<file path="src/rtl/div_monitor_pkg.sv">
// Shared types and helpers for the divided-clock health monitor.
// Optional ratio checking is enabled with DIV_MONITOR_PHASE_CHECK_EN.
package div_monitor_pkg;

    typedef enum logic [1:0] {
        IDLE,
        ACQUIRE,
        LOCKED,
        FAULT
    } state_t;

    localparam int DEF_CNT_W = 8;

    function automatic logic [31:0] sat_max(input int w);
        return (32'd1 << w) - 32'd1;
    endfunction

endpackage

</file>
<file path="src/rtl/div_monitor_chan.sv">
// One monitored channel: rise detect, saturating period counter,
// armed flag, edge pulse and last-measured-period register.
module div_monitor_chan
    import div_monitor_pkg::*;
#(
    parameter int CNT_W = DEF_CNT_W
) (
    input  logic             clk,
    input  logic             rst,
    input  logic             clr,
    input  logic             y_in,
    output logic             meas,
    output logic             timeout,
    output logic             armed,
    output logic [CNT_W-1:0] cnt,
    output logic             edge_pulse,
    output logic [CNT_W-1:0] period
);

    localparam logic [CNT_W-1:0] MAX = CNT_W'(sat_max(CNT_W));

    logic y_q;
    logic rise;

    assign rise    = y_in & ~y_q;
    assign meas    = rise & armed;
    assign timeout = armed & (cnt == MAX);

    always_ff @(posedge clk) begin
        if (rst) begin
            y_q        <= 1'b0;
            cnt        <= '0;
            armed      <= 1'b0;
            edge_pulse <= 1'b0;
            period     <= '0;
        end else begin
            y_q <= y_in;
            if (clr) begin
                cnt        <= '0;
                armed      <= 1'b0;
                edge_pulse <= 1'b0;
            end else if (rise) begin
                // the arming rise is not a measurement, so period is kept
                if (armed)
                    period <= cnt;
                cnt        <= CNT_W'(1);
                armed      <= 1'b1;
                edge_pulse <= 1'b1;
            end else begin
                edge_pulse <= 1'b0;
                if (cnt != MAX)
                    cnt <= cnt + CNT_W'(1);
            end
        end
    end

endmodule

</file>
<file path="src/rtl/div_monitor.sv">
// Divider output checker: measures y1/y2 periods and tracks lock/fault.
// Define DIV_MONITOR_PHASE_CHECK_EN to add the y2/y1 ratio check.
module div_monitor
    import div_monitor_pkg::*;
#(
    parameter int EXP1       = 2,
    parameter int EXP2       = 4,
    parameter int CNT_W      = DEF_CNT_W,
    parameter int LOCK_COUNT = 4
) (
    input  logic             clk,
    input  logic             rst,
    input  logic             y1_in,
    input  logic             y2_in,
    input  logic             clr,
    output logic             edge1,
    output logic             edge2,
    output logic [CNT_W-1:0] period1,
    output logic [CNT_W-1:0] period2,
    output logic             lock,
    output logic             fault
`ifdef DIV_MONITOR_PHASE_CHECK_EN
    ,
    output logic             phase_err
`endif
);

    localparam int GC_W = $clog2(LOCK_COUNT + 1);

    logic             meas1, meas2;
    logic             tout1, tout2;
    logic             armed1, armed2;
    logic [CNT_W-1:0] cnt1, cnt2;
    logic             mism1, mism2;
    logic             ph_bad;
    logic             bad, good;

    state_t           state, state_n;
    logic [GC_W-1:0]  good_cnt, good_cnt_n;

    div_monitor_chan #(.CNT_W(CNT_W)) u_chan1 (
        .clk        (clk),
        .rst        (rst),
        .clr        (clr),
        .y_in       (y1_in),
        .meas       (meas1),
        .timeout    (tout1),
        .armed      (armed1),
        .cnt        (cnt1),
        .edge_pulse (edge1),
        .period     (period1)
    );

    div_monitor_chan #(.CNT_W(CNT_W)) u_chan2 (
        .clk        (clk),
        .rst        (rst),
        .clr        (clr),
        .y_in       (y2_in),
        .meas       (meas2),
        .timeout    (tout2),
        .armed      (armed2),
        .cnt        (cnt2),
        .edge_pulse (edge2),
        .period     (period2)
    );

    assign mism1 = meas1 & (cnt1 != CNT_W'(EXP1));
    assign mism2 = meas2 & (cnt2 != CNT_W'(EXP2));

`ifdef DIV_MONITOR_PHASE_CHECK_EN
    localparam logic [CNT_W-1:0] RATIO = CNT_W'(EXP2 / EXP1);
    localparam logic [CNT_W-1:0] PMAX  = CNT_W'(sat_max(CNT_W));

    logic [CNT_W-1:0] ph_cnt;
    logic [CNT_W-1:0] ph_now;

    // a y1 rise coinciding with a y2 rise closes the current interval
    assign ph_now = (meas1 && ph_cnt != PMAX) ? ph_cnt + CNT_W'(1) : ph_cnt;
    assign ph_bad = meas2 & (ph_now != RATIO);

    always_ff @(posedge clk) begin
        if (rst) begin
            ph_cnt    <= '0;
            phase_err <= 1'b0;
        end else begin
            phase_err <= ph_bad & ~clr;
            if (clr || meas2 || !armed2)
                ph_cnt <= '0;
            else
                ph_cnt <= ph_now;
        end
    end
`else
    assign ph_bad = 1'b0;
`endif

    assign bad  = mism1 | mism2 | tout1 | tout2 | ph_bad;
    assign good = (meas1 | meas2) & ~bad;

    always_ff @(posedge clk) begin
        if (rst) begin
            state    <= IDLE;
            good_cnt <= '0;
        end else begin
            state    <= state_n;
            good_cnt <= good_cnt_n;
        end
    end

    always_comb begin
        state_n    = state;
        good_cnt_n = good_cnt;
        if (clr) begin
            state_n    = IDLE;
            good_cnt_n = '0;
        end else begin
            unique case (state)
                IDLE: begin
                    good_cnt_n = '0;
                    if (armed1 && armed2)
                        state_n = ACQUIRE;
                end
                ACQUIRE: begin
                    if (bad) begin
                        good_cnt_n = '0;
                    end else if (good) begin
                        good_cnt_n = good_cnt + GC_W'(1);
                        if (good_cnt == GC_W'(LOCK_COUNT - 1))
                            state_n = LOCKED;
                    end
                end
                LOCKED: begin
                    if (bad)
                        state_n = FAULT;
                end
                FAULT: begin
                    state_n = FAULT;
                end
            endcase
        end
    end

    assign lock  = (state == LOCKED);
    assign fault = (state == FAULT);

endmodule

</file>
<file path="config.mk">
export PLATFORM = sky130hd
export DESIGN_NAME = div_monitor
export DESIGN_NICKNAME = d
export VERILOG_FILES = /design/src/rtl/div_monitor_pkg.sv /design/src/rtl/div_monitor_chan.sv /design/src/rtl/div_monitor.sv
export SDC_FILE = /design/constraint.sdc
export NUM_CORES = 1
export LEC_CHECK = 0
export BUFFER_PORTS_ARGS = -buffer_cell sky130_fd_sc_hd__buf_2
export CAP_MARGIN = 10
export CELL_PAD_IN_SITES_DETAIL_PLACEMENT = 1
export CELL_PAD_IN_SITES_GLOBAL_PLACEMENT = 1
export CORE_ASPECT_RATIO = 0.75
export CORE_MARGIN = 4
export CORE_UTILIZATION = 38
export CTS_CLUSTER_DIAMETER = 120
export DETAILED_ROUTE_END_ITERATION = 16
export PLACE_DENSITY_LB_ADDON = 0.1
export SLEW_MARGIN = 30
export SYNTH_ARGS = -nofsm -noshare
export SYNTH_HDL_FRONTEND = slang
export SYNTH_SLANG_ARGS = --single-unit
</file>
<file path="constraint.sdc">
create_clock -name clk -period 1.7 [get_ports clk]
set_input_delay 0.34 -clock clk [delete_from_list [all_inputs] [get_ports clk]]
set_output_delay 0.34 -clock clk [all_outputs]
set_load 0.005 [all_outputs]
</file>
# [Word level (Yosys, flattened, before mapping)]
# Cells that the tools add are included.
# W data, S select, Z words.
[word_totals] reg_bits=43 output_inout_bits=20
[op_classes] n_reduce_logical=12 n_bitwise=17 mux=15 eq_ne=16 addsub=3
[ops] operator="$add A8 B1 Y8 const B" n=2
[ops] operator="$eq A8 B8 Y1 const B" n=2
[ops] operator="$ne A8 B8 Y1 const B" n=2
[ops] operator="$mux W2" n=5
[ops] operator="$and A1 B1 Y1" n=9
[ops] operator="$ne A2 B2 Y1 const B" n=4
[ops] operator="$ne A8 B2 Y1 const B" n=1
[ops] operator="$ne A8 B3 Y1 const B" n=1
[ops] operator="$pmux W2 S4" n=1
[ops] operator="$mux W1" n=6
[ops] operator="$mux W3" n=2
[ops] operator="$pmux W3 S2" n=1
[ops] operator="$reduce_and A3 Y1" n=2
[ops] operator="$reduce_bool A2 Y1" n=3
[ops] operator="$reduce_or A3 Y1" n=2
[ops] operator="$reduce_and A5 Y1" n=1
[ops] operator="$eq A2 B2 Y1 const B" n=2
[ops] operator="$not A1 Y1" n=4
[ops] operator="$or A1 B1 Y1" n=4
[ops] operator="$add A3 B1 Y3 const B" n=1
[ops] operator="$eq A3 B2 Y1 const B" n=1
[ops] operator="$ne A3 B3 Y1 const B" n=1
[ops] operator="$eq A2 B1 Y1 const B" n=1
[ops] operator="$logic_not A2 Y1" n=1
[ops] operator="other kinds (4)" n=4

# [Depth between registers and ports, before layout]
[depth] word_depth=12 mapped_depth=6

# [Hierarchy]
# A second synthesis with hierarchy kept.
[unflattened] cells_unflattened=208 area_unflattened_um2=2067.0
[modules_own_cells] mod="div_monitor_chan" area_each_um2=858.3 cells_per_inst=85 n_inst=2 seq_area_each_um2=380.4
[modules_own_cells] mod="div_monitor" area_each_um2=350.3 cells_per_inst=38 n_inst=1 seq_area_each_um2=100.1

# [Worst setup path after synthesis]
# Ideal clock, no wire load.
[synth_path] kind="register -> register" start="register u_chan1.cnt[0]" end="register state[0]" arrival_ps=1609 setup_slack_ps=-31 path_stages_with_launch=7 synth_period_minus_slack_ps=1731 setup_ps=122 path_cell_list="dfxtp_1 inv_1 ha_1 or4b_1 nor4_2 o22ai_2 o311a_1"
[synth_between] elab_chain_cells=9
[synth_rtl] item="start: declaration" line_no="div_monitor_chan.sv:15" rtl="output logic [CNT_W-1:0] cnt,"
[synth_rtl] item="start signal: assignment" line_no="div_monitor_chan.sv:52" rtl="cnt <= cnt + CNT_W'(1);"
[synth_rtl] item="$ne A8 B2 Y1" line_no="div_monitor.sv:67" rtl="assign mism1 = meas1 & (cnt1 != CNT_W'(EXP1));"
[synth_rtl] item="$and A1 B1 Y1" line_no="div_monitor.sv:67"
[synth_rtl] item="$or A1 B1 Y1" line_no="div_monitor.sv:97" rtl="assign bad = mism1 | mism2 | tout1 | tout2 | ph_bad;"
[synth_rtl] item="$or A1 B1 Y1 (*) (2 in a row)" line_no="div_monitor.sv:97"
[synth_rtl] item="$not A1 Y1" line_no="div_monitor.sv:98" rtl="assign good = (meas1 | meas2) & ~bad;"
[synth_rtl] item="$and A1 B1 Y1" line_no="div_monitor.sv:98"
[synth_rtl] item="$ne A2 B2 Y1 (no line)"
[synth_rtl] item="$reduce_and A5 Y1 (no line) (*)"
[synth_rtl] item="end signal: assignment" line_no="div_monitor.sv:105" rtl="state <= state_n;"
[synth_rtl] item="end: declaration" line_no="div_monitor.sv:38" rtl="state_t state, state_n;"
# Mark *: on every way between the ends. The rest lies on a longest branch, timed or not.
# A chain may end at the register's enable or synchronous reset.

# [Worst setup path in the final report]
# Ends and elaborated chain as after synthesis.

==> run_results.csv <==
group,metric,value,unit
clock_network,cts_hold_buf,0,
synthesis,async_flop_share,0,%
synthesis,ys_types,36,
sta,clock_skew,0.004332,ns
power,p_seq_share,59.5,%
synthesis,synth_area_leaders,"dfxtp_1, nand2_1, a21oi_1",
power,powerDensity,744.3,nW/µm²
clock_network,ctsRootBufferMaster,"clkbuf_8",
floorplan,num_io_pins,25,
status,violations,"negative setup slack",
clock_network,cts_tree,"yes",
synthesis,syn-cell-area,1867,µm²
worst_setup_path,crit_buf_inv,1,
cells_and_area,drive_gt1_share,24.44,%
worst_setup_path,reg2reg_depth,6,
power,swShare,22.77,%
hold_path,worstHoldPathType,"in2reg",
synthesis,yosysWarningCount,0,
route,first_pass_iters,4,
clock_network,clock_latency,0.30,ns
cells_and_area,final_cell_count_no_fill,323,
worst_setup_path,path_class,"reg2reg",
sta,setup_slack,-0.1034,ns
synthesis,synth_common_cells,"dfxtp_1, nand2_1, nor2_1, a21oi_1",
synthesis,yosysTopAreaCellShare,46.11,%
grt,grt_max_degree,21,
grt,grt.overflow.total,0,
power,power,0.001722,W
synthesis,netlist_instances,217,
synthesis,yosysSeqAreaShare,46.11,%
placed_design,hpwl,3.651,mm
worst_setup_path,required,1.89,ns
cells_and_area,nets,278,
grt,antenna_found_initial,0,
floorplan,core_area,4598,µm²
sta,fin_crit_sh,106.1,%
sta,hold_viol,0,
clock_network,htree_num_levels,2,
worst_setup_path,cp_top_family,"simple AND/OR/NAND/NOR gates",
route,drc,0,
worst_setup_path,crit_slowest_cell,"or4b_4",
route,route.top_layer_used,"met4",
cells_and_area,syn2layout_area_growth,23.93,%
floorplan,rows,21,
synthesis,yosysTopAreaCell,"dfxtp_1",
flow_run,drv_cap,0,
worst_setup_path,critical_path_arrival,1.99,ns
route,wl_per_cell,14.89,µm
clock_network,clockBufferDepth,2,
synthesis,synth_ff_type,"dfxtp_1",
route,num_vias,1659,
worst_setup_path,crit_start,"u_chan1.cnt[0]",
synthesis,syn_nets,228,
power,power_leakage,0.9218,nW
worst_setup_path,r2r_start,"u_chan1.cnt[0]",
clock_network,numCtsBuffers,5,
sta,rsz0062_at_grt,"true",
synthesis,syn_avg_cell_area,8.603,µm²
sta,period_minus_slack,1.803,ns
power,ir_worst_vdd,0.0004103,V
grt,grt_pass1_wl,7.728,mm
route,wl_met3,205,µm
power,internal-power,0.001330,W
status,status,"complete, but fails checks",
route,wl_met1,2.621,mm
hold_path,hold_path_depth,2,
placed_design,place.gp.congestion,0.7836,
route,viasPerCell,5.136,
route,wl_met2,1.910,mm
route,final_antenna_net_count,0,
power,switching_power,0.0003922,W
worst_setup_path,path_depth,6,
cells_and_area,antenna_cells,0,
placed_design,numPortBuffers,24,
route,drtIter0Drc,73,
power,pwr-share-comb,5.2,%
worst_setup_path,regToRegEndpoint,"state[0]",
floorplan,die_w,88.93,µm
placed_design,place_inst,316,
power,p_clk_share,35.3,%
worst_setup_path,critPathMaxStageDelay,0.47,ns
grt,grtUsageTotal,17.04,%
clock_network,clk_pin_slew,0.08,ns
worst_setup_path,cp-endpoint,"state[0]",
cells_and_area,final_util,50.31,%
cells_and_area,n_fill_cell,578,
worst_setup_path,crit_chain,"inv_2 -> ha_1 -> or4b_4 -> nor4_4 -> o22ai_2 -> o311a_1",
floorplan,dieArea,6109,µm²
sta,hold_ws,0.2867,ns
floorplan,start_util,40.60,%
sta,fmax,554.5,MHz
synthesis,synth_most_common_cell,"dfxtp_1",
sta,worst_pin_slew,0.3244,ns
grt,grt_pass1_vias,1520,
floorplan,die_height,68.70,µm
worst_setup_path,worstSetupEndpointType,"register",
clock_network,clock_sinks,43,
worst_setup_path,crit_fanout,5,
synthesis,ys_ff_latch,43,
sta,finalSetupTns,-0.1919,ns
synthesis,synth_edf_count,0,
sta,final-setup-viol-count,2,
worst_setup_path,rrSetupSlack,-0.10,ns
sta,max_slew_margin,78.35,%
worst_setup_path,cp-start-kind,"register",
sta,drv_slew,0,
route,finalWirelength,4.811,mm
[metal layers]
layer / vias to the layer above / GRT usage (%)
met1: 771 / 25.05
met2: 35 / 23.89
met4: 0 / 6.691
li1: 845 / -
met5: - / 0
met3: 8 / 3.919
[worst reg2reg max path, stage by stage, from the launching register on]
cell	delay, ns
dfxtp_2	0.33
inv_2	0.05
ha_1	0.13
or4b_4	0.47
nor4_4	0.25
o22ai_2	0.17
o311a_1	0.30
[placed cells by master (no fill, tap or decap)]
master,count
nand3b_1,2
o21ai_0,3
and2_2,1
a221o_1,1
a31oi_1,1
mux2i_1,6
o32ai_1,1
or2_2,3
ha_1,6
clkbuf_1,1
nor3_1,4
a22o_1,1
a311oi_1,1
nand3_1,5
nand4_1,2
nand2b_1,3
dfxtp_2,2
clkbuf_8,5
o31ai_1,3
buf_2,24
xnor2_1,2
buf_4,26
inv_2,1
and4b_1,1
xor2_1,7
nor2b_1,7
nor4b_1,1
o22ai_2,1
o2111ai_1,5
and3_1,4
nor4_4,1
o311a_1,1
nand2_1,41
a21boi_0,4
nor2_1,22
inv_1,5
dfxtp_1,41
a21oi_1,19
and2_1,1
or4b_4,1
[kinds of logic after synthesis]
logic type / after synthesis / share of synthesized area, %
AND/OR/NAND/NOR: 99 / 25.20
flip-flops: 43 / 46.11
AO/OA/AOI/OAI: 41 / 14.54
buffers and inverters: 13 / 2.681
XOR/XNOR: 9 / 4.223
multiplexers: 6 / 3.217
adder cells (fa/ha/maj): 6 / 4.021
[layout make-up]
cell class | instances | area [µm²] | area share [%]
well taps | 57 | 71.32 | 3.083
clock buffers | 6 | 72.57 | 3.137
repair buffers | 50 | 315.3 | 13.63
inverters | 6 | 22.52 | 0.9735
flip-flops and latches | 43 | 863.3 | 37.32
multi-input cells | 161 | 968.4 | 41.86
[registers in the layout (all words and copies together) (netlist names)]
register	cells
u_chan1.period	8
u_chan2.edge_pulse	1
u_chan1.edge_pulse	1
u_chan1.cnt	8
state	2
u_chan2.period	8
u_chan2.y_q	1
u_chan1.armed	1
u_chan2.armed	1
u_chan1.y_q	1
good_cnt	3
u_chan2.cnt	8
[repair_timing]
| item | in CTS | in global routing |
|---|---|---|
| endpoints found under the setup margin | 5 | 5 |
| pin swaps | 3 | 4 |
| gates resized for setup | 2 | 0 |
| buffers inserted | 0 | 1 |
[through the flow]
step / setup slack [ns] / area [µm²]
CTS: -0.1503 / 2306
floorplan: -0.02676 / 1869
detailed placement: -0.1248 / 2221
global placement: -0.1017 / 2221
global route: -0.1681 / 2313
finish: -0.1034 / 2313
[how the worst min path moves through the flow]
stage                     slack (ns)               from            endpoint
final                           0.29              y2_in         u_chan2.y_q
after floorplan                 0.42                clr  u_chan1.edge_pulse
after global placement          0.44  u_chan2.period[4]   u_chan2.period[4]
after global routing            0.29              y1_in         u_chan1.y_q
after detailed placement        0.45  u_chan2.period[5]   u_chan2.period[5]
after CTS                       0.28              y2_in         u_chan2.y_q
[power groups by stage]
stage	combinational, W	clock (W)	sequential (W)
after floorplan	0.0000459	0	0.00105
after global placement	0.0000866	0	0.00105
after detailed placement	0.0000876	0	0.00105
after CTS	0.0000896	0.000633	0.00102
after global routing	0.0000993	0.000677	0.00103
final	0.0000897	0.000607	0.00102
(Power assumes the default switching activity.)
